===== config.mk =====
export PLATFORM = sky130hd
export DESIGN_NAME = conv_layer_input_ctrl
export DESIGN_NICKNAME = d
export VERILOG_FILES = /design/src/rtl/conv_layer_input_ctrl_pkg.sv /design/src/rtl/conv_layer_input_ctrl.sv
export SDC_FILE = /design/constraint.sdc
export NUM_CORES = 1
export LEC_CHECK = 0
export CAP_MARGIN = 20
export CORE_MARGIN = 8
export CORE_UTILIZATION = 30
export CTS_BUF_LIST = sky130_fd_sc_hd__clkbuf_8
export DETAILED_ROUTE_END_ITERATION = 8
export DONT_BUFFER_PORTS = 1
export SYNTH_ARGS = -nofsm -noshare
export SYNTH_HDL_FRONTEND = slang
export SYNTH_SLANG_ARGS = --single-unit

===== constraint.sdc =====
create_clock -name clk -period 2.1 [get_ports clk]
set_input_delay 0.315 -clock clk [delete_from_list [all_inputs] [get_ports clk]]
set_output_delay 0.315 -clock clk [all_outputs]
set_load 0.01 [all_outputs]

===== src/rtl/conv_layer_input_ctrl_pkg.sv =====
// Shared conv-layer encodings: FSM states, controller commands, ack codes
// and the pixel data width used by the input cache and this controller.
package conv_layer_input_ctrl_pkg;

    localparam int DATA_WIDTH = 8;

    // Value driven on read_index whenever no pixel fetch is in progress.
    localparam logic [4:0] READ_IDX_NONE = 5'd31;

    typedef enum logic [2:0] {
        ST_INIT    = 3'd0,
        ST_PRELOAD = 3'd1,
        ST_ROW_0   = 3'd2,
        ST_ROW_1   = 3'd3,
        ST_ROW_2   = 3'd4,
        ST_BIAS    = 3'd5,
        ST_LOAD    = 3'd6,
        ST_IDLE    = 3'd7
    } state_t;

    typedef enum logic [1:0] {
        CMD_IDLE          = 2'd0,
        CMD_PRELOAD_START = 2'd1,
        CMD_SHIFT_START   = 2'd2,
        CMD_LOAD_START    = 2'd3
    } cmd_t;

    typedef enum logic [1:0] {
        ACK_IDLE        = 2'd0,
        ACK_PRELOAD_FIN = 2'd1,
        ACK_SHIFT_FIN   = 2'd2,
        ACK_LOAD_FIN    = 2'd3
    } ack_t;

endpackage


===== src/rtl/conv_layer_input_ctrl.sv =====
// Input line-cache sequencer: turns preload/shift/load commands into cache
// state, ROM read addresses and one-cycle completion acks.
module conv_layer_input_ctrl
    import conv_layer_input_ctrl_pkg::*;
#(
    parameter int KERNEL_SIZE = 3,
    parameter int IMAGE_SIZE  = 8,
    parameter int ARRAY_SIZE  = 6,
    parameter int ADDR_WIDTH  = 8
) (
    input  logic                  clk,
    input  logic                  rst_n,
    input  logic [1:0]            cmd,
    output logic [1:0]            ack,
    output logic [2:0]            current_state,
    output logic [4:0]            read_index,
    output logic [1:0]            preload_cycle,
    output logic [1:0]            array_idx,
    output logic [1:0]            col_idx,
    output logic                  rom_en,
    output logic [ADDR_WIDTH-1:0] rom_addr,
    output logic                  image_done
);

    localparam int ROW_W = $clog2(IMAGE_SIZE + 1);

    localparam logic [4:0]       LAST_IDX     = 5'(IMAGE_SIZE - 1);
    localparam logic [4:0]       SHIFT_IDX    = 5'(IMAGE_SIZE);
    localparam logic [1:0]       LAST_COL     = 2'(KERNEL_SIZE - 1);
    localparam logic [1:0]       LAST_PRELOAD = 2'(KERNEL_SIZE - 1);
    localparam logic [ROW_W-1:0] ROW_DONE     = ROW_W'(IMAGE_SIZE);

    // The PE array width is fixed by the image and kernel geometry.
    if (ARRAY_SIZE != IMAGE_SIZE - KERNEL_SIZE + 1) begin : g_bad_array_size
        $error("ARRAY_SIZE must equal IMAGE_SIZE-KERNEL_SIZE+1");
    end

    state_t           state, state_n;
    logic [4:0]       read_index_n;
    logic [1:0]       preload_cycle_n, array_idx_n, col_idx_n;
    logic             rom_en_n, image_done_n;
    ack_t             ack_q, ack_n;
    logic [ROW_W-1:0] row_ptr, row_ptr_n;

    assign current_state = state;
    assign ack           = ack_q;
    assign rom_addr      = ADDR_WIDTH'(row_ptr) * ADDR_WIDTH'(IMAGE_SIZE)
                         + ADDR_WIDTH'(read_index);

    // State and output registers; reset returns to INIT at once.
    always_ff @(posedge clk or negedge rst_n) begin
        if (!rst_n) begin
            state         <= ST_INIT;
            read_index    <= READ_IDX_NONE;
            preload_cycle <= '0;
            array_idx     <= '0;
            col_idx       <= '0;
            rom_en        <= 1'b0;
            ack_q         <= ACK_IDLE;
            row_ptr       <= '0;
            image_done    <= 1'b0;
        end else begin
            // NOTE: non-blocking so every register sees pre-edge values of the others.
            state         <= state_n;
            read_index    <= read_index_n;
            preload_cycle <= preload_cycle_n;
            array_idx     <= array_idx_n;
            col_idx       <= col_idx_n;
            rom_en        <= rom_en_n;
            ack_q         <= ack_n;
            row_ptr       <= row_ptr_n;
            image_done    <= image_done_n;
        end
    end

    // Next-state and next-output logic for every command sequence.
    always_comb begin
        // NOTE: defaults first so no path leaves a signal unassigned (no latches).
        state_n         = state;
        read_index_n    = READ_IDX_NONE;
        preload_cycle_n = preload_cycle;
        array_idx_n     = '0;
        col_idx_n       = '0;
        rom_en_n        = 1'b0;
        ack_n           = ACK_IDLE;
        row_ptr_n       = row_ptr;

        unique case (state)
            ST_INIT: begin
                state_n         = ST_IDLE;
                preload_cycle_n = '0;
            end
            ST_IDLE: begin
                unique case (cmd)
                    CMD_PRELOAD_START: begin
                        state_n         = ST_PRELOAD;
                        read_index_n    = '0;
                        rom_en_n        = 1'b1;
                        row_ptr_n       = '0;
                        preload_cycle_n = '0;
                    end
                    CMD_SHIFT_START: state_n = ST_ROW_0;
                    CMD_LOAD_START: begin
                        if (image_done) begin
                            ack_n = ACK_LOAD_FIN;
                        end else begin
                            state_n      = ST_LOAD;
                            read_index_n = '0;
                            rom_en_n     = 1'b1;
                        end
                    end
                    default: state_n = ST_IDLE;
                endcase
            end
            ST_PRELOAD: begin
                if (read_index == SHIFT_IDX) begin
                    // Shift cycle: the cache moves rows, the next row starts.
                    read_index_n    = '0;
                    rom_en_n        = 1'b1;
                    row_ptr_n       = row_ptr + 1'b1;
                    preload_cycle_n = preload_cycle + 2'd1;
                end else if (preload_cycle == LAST_PRELOAD && read_index == LAST_IDX) begin
                    // Last row stops before its shift index.
                    state_n   = ST_IDLE;
                    ack_n     = ACK_PRELOAD_FIN;
                    row_ptr_n = row_ptr + 1'b1;
                end else begin
                    read_index_n = read_index + 5'd1;
                    rom_en_n     = (read_index != LAST_IDX);
                end
            end
            ST_ROW_0, ST_ROW_1, ST_ROW_2: begin
                if (col_idx == LAST_COL) begin
                    unique case (state)
                        ST_ROW_0: begin state_n = ST_ROW_1; array_idx_n = 2'd1; end
                        ST_ROW_1: begin state_n = ST_ROW_2; array_idx_n = 2'd2; end
                        default:  state_n = ST_BIAS;
                    endcase
                end else begin
                    col_idx_n   = col_idx + 2'd1;
                    array_idx_n = array_idx;
                end
            end
            ST_BIAS: begin
                state_n = ST_IDLE;
                ack_n   = ACK_SHIFT_FIN;
            end
            ST_LOAD: begin
                if (read_index == LAST_IDX) begin
                    state_n   = ST_IDLE;
                    ack_n     = ACK_LOAD_FIN;
                    row_ptr_n = row_ptr + 1'b1;
                end else begin
                    read_index_n = read_index + 5'd1;
                    rom_en_n     = 1'b1;
                end
            end
            default: state_n = ST_INIT;
        endcase

        image_done_n = (row_ptr_n == ROW_DONE);
    end

endmodule


Word level (Yosys, flattened, before mapping)
Cells that the tools add are included.
Widths: inputs -> output; s select.
{"block": "totals", "register_bits": 22, "latchBits": 0, "ramBits": 0, "romBits": 0, "input_bits": 4, "out_inout_bits": 26, "word_cells": 83, "memories": 0}
{"block": "op_classes", "addsub": 5, "multipliers": 0, "div": 0, "order_cmp": 0, "n_eq_ne": 23, "n_shift": 0, "muxes": 39, "bitwise": 0, "reduce_logical": 7}
{"cell": "$mux 5", "count": 4}
{"cell": "$mux 2", "count": 9}
{"cell": "$mux 4", "count": 4}
{"cell": "$mux 3", "count": 5}
{"cell": "$pmux 3 s5", "count": 1}
{"cell": "$pmux 5 s3", "count": 1}
{"cell": "$eq 3x3->1 const B", "count": 4}
{"cell": "$pmux 4 s3", "count": 1}
{"cell": "$ne 2x2->1 const B", "count": 5}
{"cell": "$pmux 5 s2", "count": 1}
{"cell": "$pmux 3 s3", "count": 1}
{"cell": "$add 7x5->8", "count": 1}
{"cell": "$eq 2x2->1 const B", "count": 4}
{"cell": "$pmux 2 s4", "count": 1}
{"cell": "$eq 3x2->1 const B", "count": 2}
{"cell": "$mux 1", "count": 6}
{"cell": "$pmux 2 s3", "count": 1}
{"cell": "$pmux 3 s2", "count": 1}
{"cell": "$add 5x1->5 const B", "count": 1}
{"cell": "$eq 5x3->1 const B", "count": 1}
{"cell": "$eq 5x4->1 const B", "count": 1}
{"cell": "$ne 5x3->1 const B", "count": 1}
{"cell": "$reduce_and 5->1", "count": 1}
{"cell": "$add 2x1->2 const B", "count": 2}
{"cell": "other kinds (15)", "count": 15}

Longest topological paths before layout
{"block": "depth", "ltp_word": 6, "mapped_depth": 7, "mapped_depth_nobuf": 7}

Worst setup path before layout
No wires, ideal clock.
{"block": "synth_path", "path_kind": "flip-flop to flip-flop", "from": "reg read_index[0]", "to": "reg state[2], in the netlist current_state[2]", "setup_time_ns": 0.126, "arrival_time_ns": 2.020, "path_slack_ns": -0.046, "stages_incl_launch_ff": 6, "synth_period_minus_slack_ns": 2.146, "path_cell_list": "dfstp_2 ha_1 nand4bb_1 mux2_2 a2111o_1 o32a_1"}
{"block": "synth_between", "elab_chain_cells": 4, "elab_cells_between_ends": 7, "classes_between": "eq/ne: 5; reduce/logical: 2"}
{"element": "from (decl)", "line": "conv_layer_input_ctrl.sv:16", "rtl": "output logic [4:0] read_index,"}
{"element": "from (signal assigned)", "line": "conv_layer_input_ctrl.sv:65", "rtl": "read_index <= read_index_n;"}
{"element": "$eq 5x3->1", "line": "conv_layer_input_ctrl.sv:122, conv_layer_input_ctrl.sv:149"}
{"element": "$logic_and 1x1->1", "line": "conv_layer_input_ctrl.sv:122", "rtl": "end else if (preload_cycle == LAST_PRELOAD && read_index == LAST_IDX) begin"}
{"element": "$ne 2x2->1 (no source line)"}
{"element": "$reduce_and 5->1 (no source line) *"}
{"element": "to (signal assigned)", "line": "conv_layer_input_ctrl.sv:64", "rtl": "state <= state_n;"}
{"element": "to (decl)", "line": "conv_layer_input_ctrl.sv:38", "rtl": "state_t state, state_n;"}
Mark *: on every way between the ends. The rest lies on a longest branch, timed or not.
A chain may end at the register's enable or synchronous reset.

Worst setup path in the final report
{"block": "layout_path", "from": "reg read_index[3]", "to": "out rom_addr[7]"}
{"block": "layout_between", "elab_chain_cells": 1}
{"element": "$add 7x5->8", "line": "conv_layer_input_ctrl.sv:48", "rtl": "+ ADDR_WIDTH'(read_index);"}
{"element": "to (decl)", "line": "conv_layer_input_ctrl.sv:21", "rtl": "output logic [ADDR_WIDTH-1:0] rom_addr,"}
Every way passes these cells.

==> flow_metrics.env <==
export IMPL_routed_wl_mm=3.372
export IMPL_max_cap_violations=0
export IMPL_drive_gt1_share_pct=30.59
export IMPL_final_nets=186
export IMPL_areaGrowthSynthToFinish_pct=23.95
export IMPL_stdcell_count=224
export IMPL_netlist_area_um2=1426
export IMPL_drv_slew=0
export IMPL_syn_inst=149
export IMPL_synth_nets=164
export IMPL_ys_warn_count=0
export IMPL_hpwl_mm=2.563
export IMPL_async_flop_share_pct=100.0
export IMPL_finalClockSkew_ns=0.001407
export IMPL_met1_usage_pct=10.74
export IMPL_start_kind="register"
export IMPL_cts_buffers=3
export IMPL_critPathMaxFanout=2
export IMPL_grt_pass1_wl_mm=5.533
export IMPL_first_pass_iters=4
export IMPL_gp_congestion=0.7553
export IMPL_share_comb_of_total_power_pct=56.5
export IMPL_die_h_um=84.96
export IMPL_fp_dieW_um=84.96
export IMPL_h_tree_depth=1
export IMPL_hold_ws_ns=0.4807
export IMPL_min_delay_path_class="in -> async"
export IMPL_power_mw=2.134
export IMPL_fmax_ghz=0.4891
export IMPL_rsz0062_at_grt="yes"
export IMPL_vias=1152
export IMPL_fin_util_pct=37.93
export IMPL_drtIter0Drc=56
export IMPL_io_buffer_count=0
export IMPL_io_pins=30
export IMPL_gr_usage_all_layers_pct=9.507
export IMPL_drtAntennaViolNets=0
export IMPL_p_leak_nw=0.8142
export IMPL_antenna_found_initial=0
export IMPL_clock_root_buffer="clkbuf_8"
export IMPL_hold_violations=0
export IMPL_dpl_cell_area_um2=1555
export IMPL_status="completed"
export IMPL_pwr_share_seq_pct=31.1
export IMPL_cp_data_arrival_time_ns=1.73
export IMPL_yosys_cell_types_count=47
export IMPL_ys_seq_area_share_pct=39.04
export IMPL_layout_setup_ws_ns=0.05546
export IMPL_setup_viol=0
export IMPL_diodes=0
export IMPL_cts_sinks=22
export IMPL_core_um2=4661
export IMPL_maxSlewHeadroom_pct=61.94
export IMPL_rows=25
export IMPL_drc=0
export IMPL_power_density_nw_per_um2=1207
export IMPL_clkTransAtPathRegs_ns=0.08
export IMPL_cts_tree="built"
export IMPL_design_area_um2=1768
export IMPL_ys_flop_type="dfrtp_1"
export IMPL_p_int_mw=1.246
export IMPL_layout_commonest_cell="buf_4"
export IMPL_mostFrequentLayoutCells="21 x buf_4, 17 x dfrtp_1, 16 x inv_1"
export IMPL_worstMarginPinSlew_ns=0.5691
export IMPL_clock_path_buffers=2
export IMPL_dieArea_um2=7217
export IMPL_grt_max_degree=23
export IMPL_path_class="reg -> out"
export IMPL_max_vdd_ir_drop_mv=0.2888
export IMPL_fin_crit_ns=2.045
export IMPL_critPathRequiredTime_ns=1.78
export IMPL_p_clk_share_pct=12.5
export IMPL_top_usage_layer="met2"
export IMPL_synth_avg_cell_area_um2=9.573
export IMPL_ys_ff_latch=22
export IMPL_swShare_pct=41.59
export IMPL_synth_edf_count=0
export IMPL_worstSkewPairLatency_ns=0.26
export IMPL_avgViaCountPerCell=5.143
export IMPL_wl_per_cell_um=15.05
export IMPL_finalCritPeriodShare_pct=97.36
export IMPL_grt_pass1_vias=1125
export IMPL_endpoint_kind="output pin"
export IMPL_overflow=0
export IMPL_gr_usage_met2_pct=15.91
export IMPL_dp_cells=210
export IMPL_met3_usage_pct=3.861
export IMPL_switching_power_mw=0.8873
export IMPL_setup_tns_ns=0
export IMPL_start_util_pct=30.60
export IMPL_dp_worst_setup_slack_ns=-0.05139
## path summary, 6_finish.rpt
kind | endpoint | cells past startpoint | startpoint | slack, ns
setup / recovery | rom_addr[7] | 5 | read_index[3] | 0.06
hold / removal | preload_cycle[0] | 1 | rst_n | 0.48
setup reg to reg | current_state[2] | 5 | read_index[1] | 0.06
hold reg to reg | col_idx[0] | 1 | col_idx[0] | 0.55
max in group asynchronous | read_index[1] | 2 | rst_n | 1.06
min in group clk | current_state[2] | 4 | cmd[0] | 0.53
## synthesized netlist by cell type (3+ instances only)
master | n | area share [%]
inv_1 | 16 | 4.2
xnor2_1 | 4 | 2.5
a21oi_1 | 8 | 2.8
ha_1 | 10 | 8.8
nand2_1 | 14 | 3.7
buf_2 | 4 | 1.4
o21ai_0 | 7 | 2.5
dfrtp_1 | 17 | 30
dfstp_2 | 5 | 9.2
o21ai_1 | 7 | 2.5
o22ai_1 | 3 | 1.3
buf_4 | 3 | 1.6
nor2_1 | 5 | 1.3
nand3_1 | 4 | 1.4
## power by group through the flow
| stage | Clock, mW | Combinational [mW] | Sequential (mW) |
|---|---|---|---|
| after floorplan | 0 | 0.699 | 0.708 |
| after global placement | 0 | 1.00 | 0.665 |
| after detailed placement | 0 | 1.01 | 0.667 |
| after CTS | 0.284 | 1.15 | 0.665 |
| after global routing | 0.300 | 1.33 | 0.681 |
| final | 0.266 | 1.20 | 0.663 |
## state kept, by name, indices dropped and copies added (netlist names)
name,count
image_done,1
row_ptr,4
preload_cycle,2
array_idx,2
col_idx,2
current_state,3
ack,2
read_index,5
rom_en,1
## repair_timing
action,in CTS,in global routing
gates resized for setup,11,6
endpoints found under the hold margin,22,0
hold buffers,1,0
setup buffers,5,3
pin swaps,3,9
endpoints found under the setup margin,4,3
## worst max-delay path, stage by stage (launching register included)
cell,delay (ns)
dfstp_2,0.55
buf_6,0.11
ha_4,0.13
inv_2,0.03
fa_2,0.37
and3b_2,0.28
## area by class of cell
| cell class | instances | area [um^2] |
|---|---|---|
| fillers | 457 | 2893 |
| multi-input cells | 103 | 833.3 |
| flip-flops and latches | 22 | 556.8 |
| repair buffers | 25 | 205.2 |
| well taps | 54 | 67.56 |
| inverters | 16 | 60.06 |
| clock buffers | 3 | 41.29 |
| clock inverters | 1 | 3.754 |
## kinds of logic after synthesis
logic type	after synthesis	share of synthesized area (%)
fa+ha+maj	11	10.18
xor+xnor	5	3.070
buf+inv	24	7.983
flops	22	39.04
compound gates	43	20.53
simple gates	42	17.63
mux	2	1.579
## metal layers
| metal | vias to the layer above | part of all wire, % |
|---|---|---|
| met2 | 26 | 49 |
| met1 | 554 | 43 |
| li1 | 568 | - |
| met3 | 4 | 7.1 |
| met5 | - | 0 |
| met4 | 0 | 0.92 |
(Power assumes the default switching activity.)
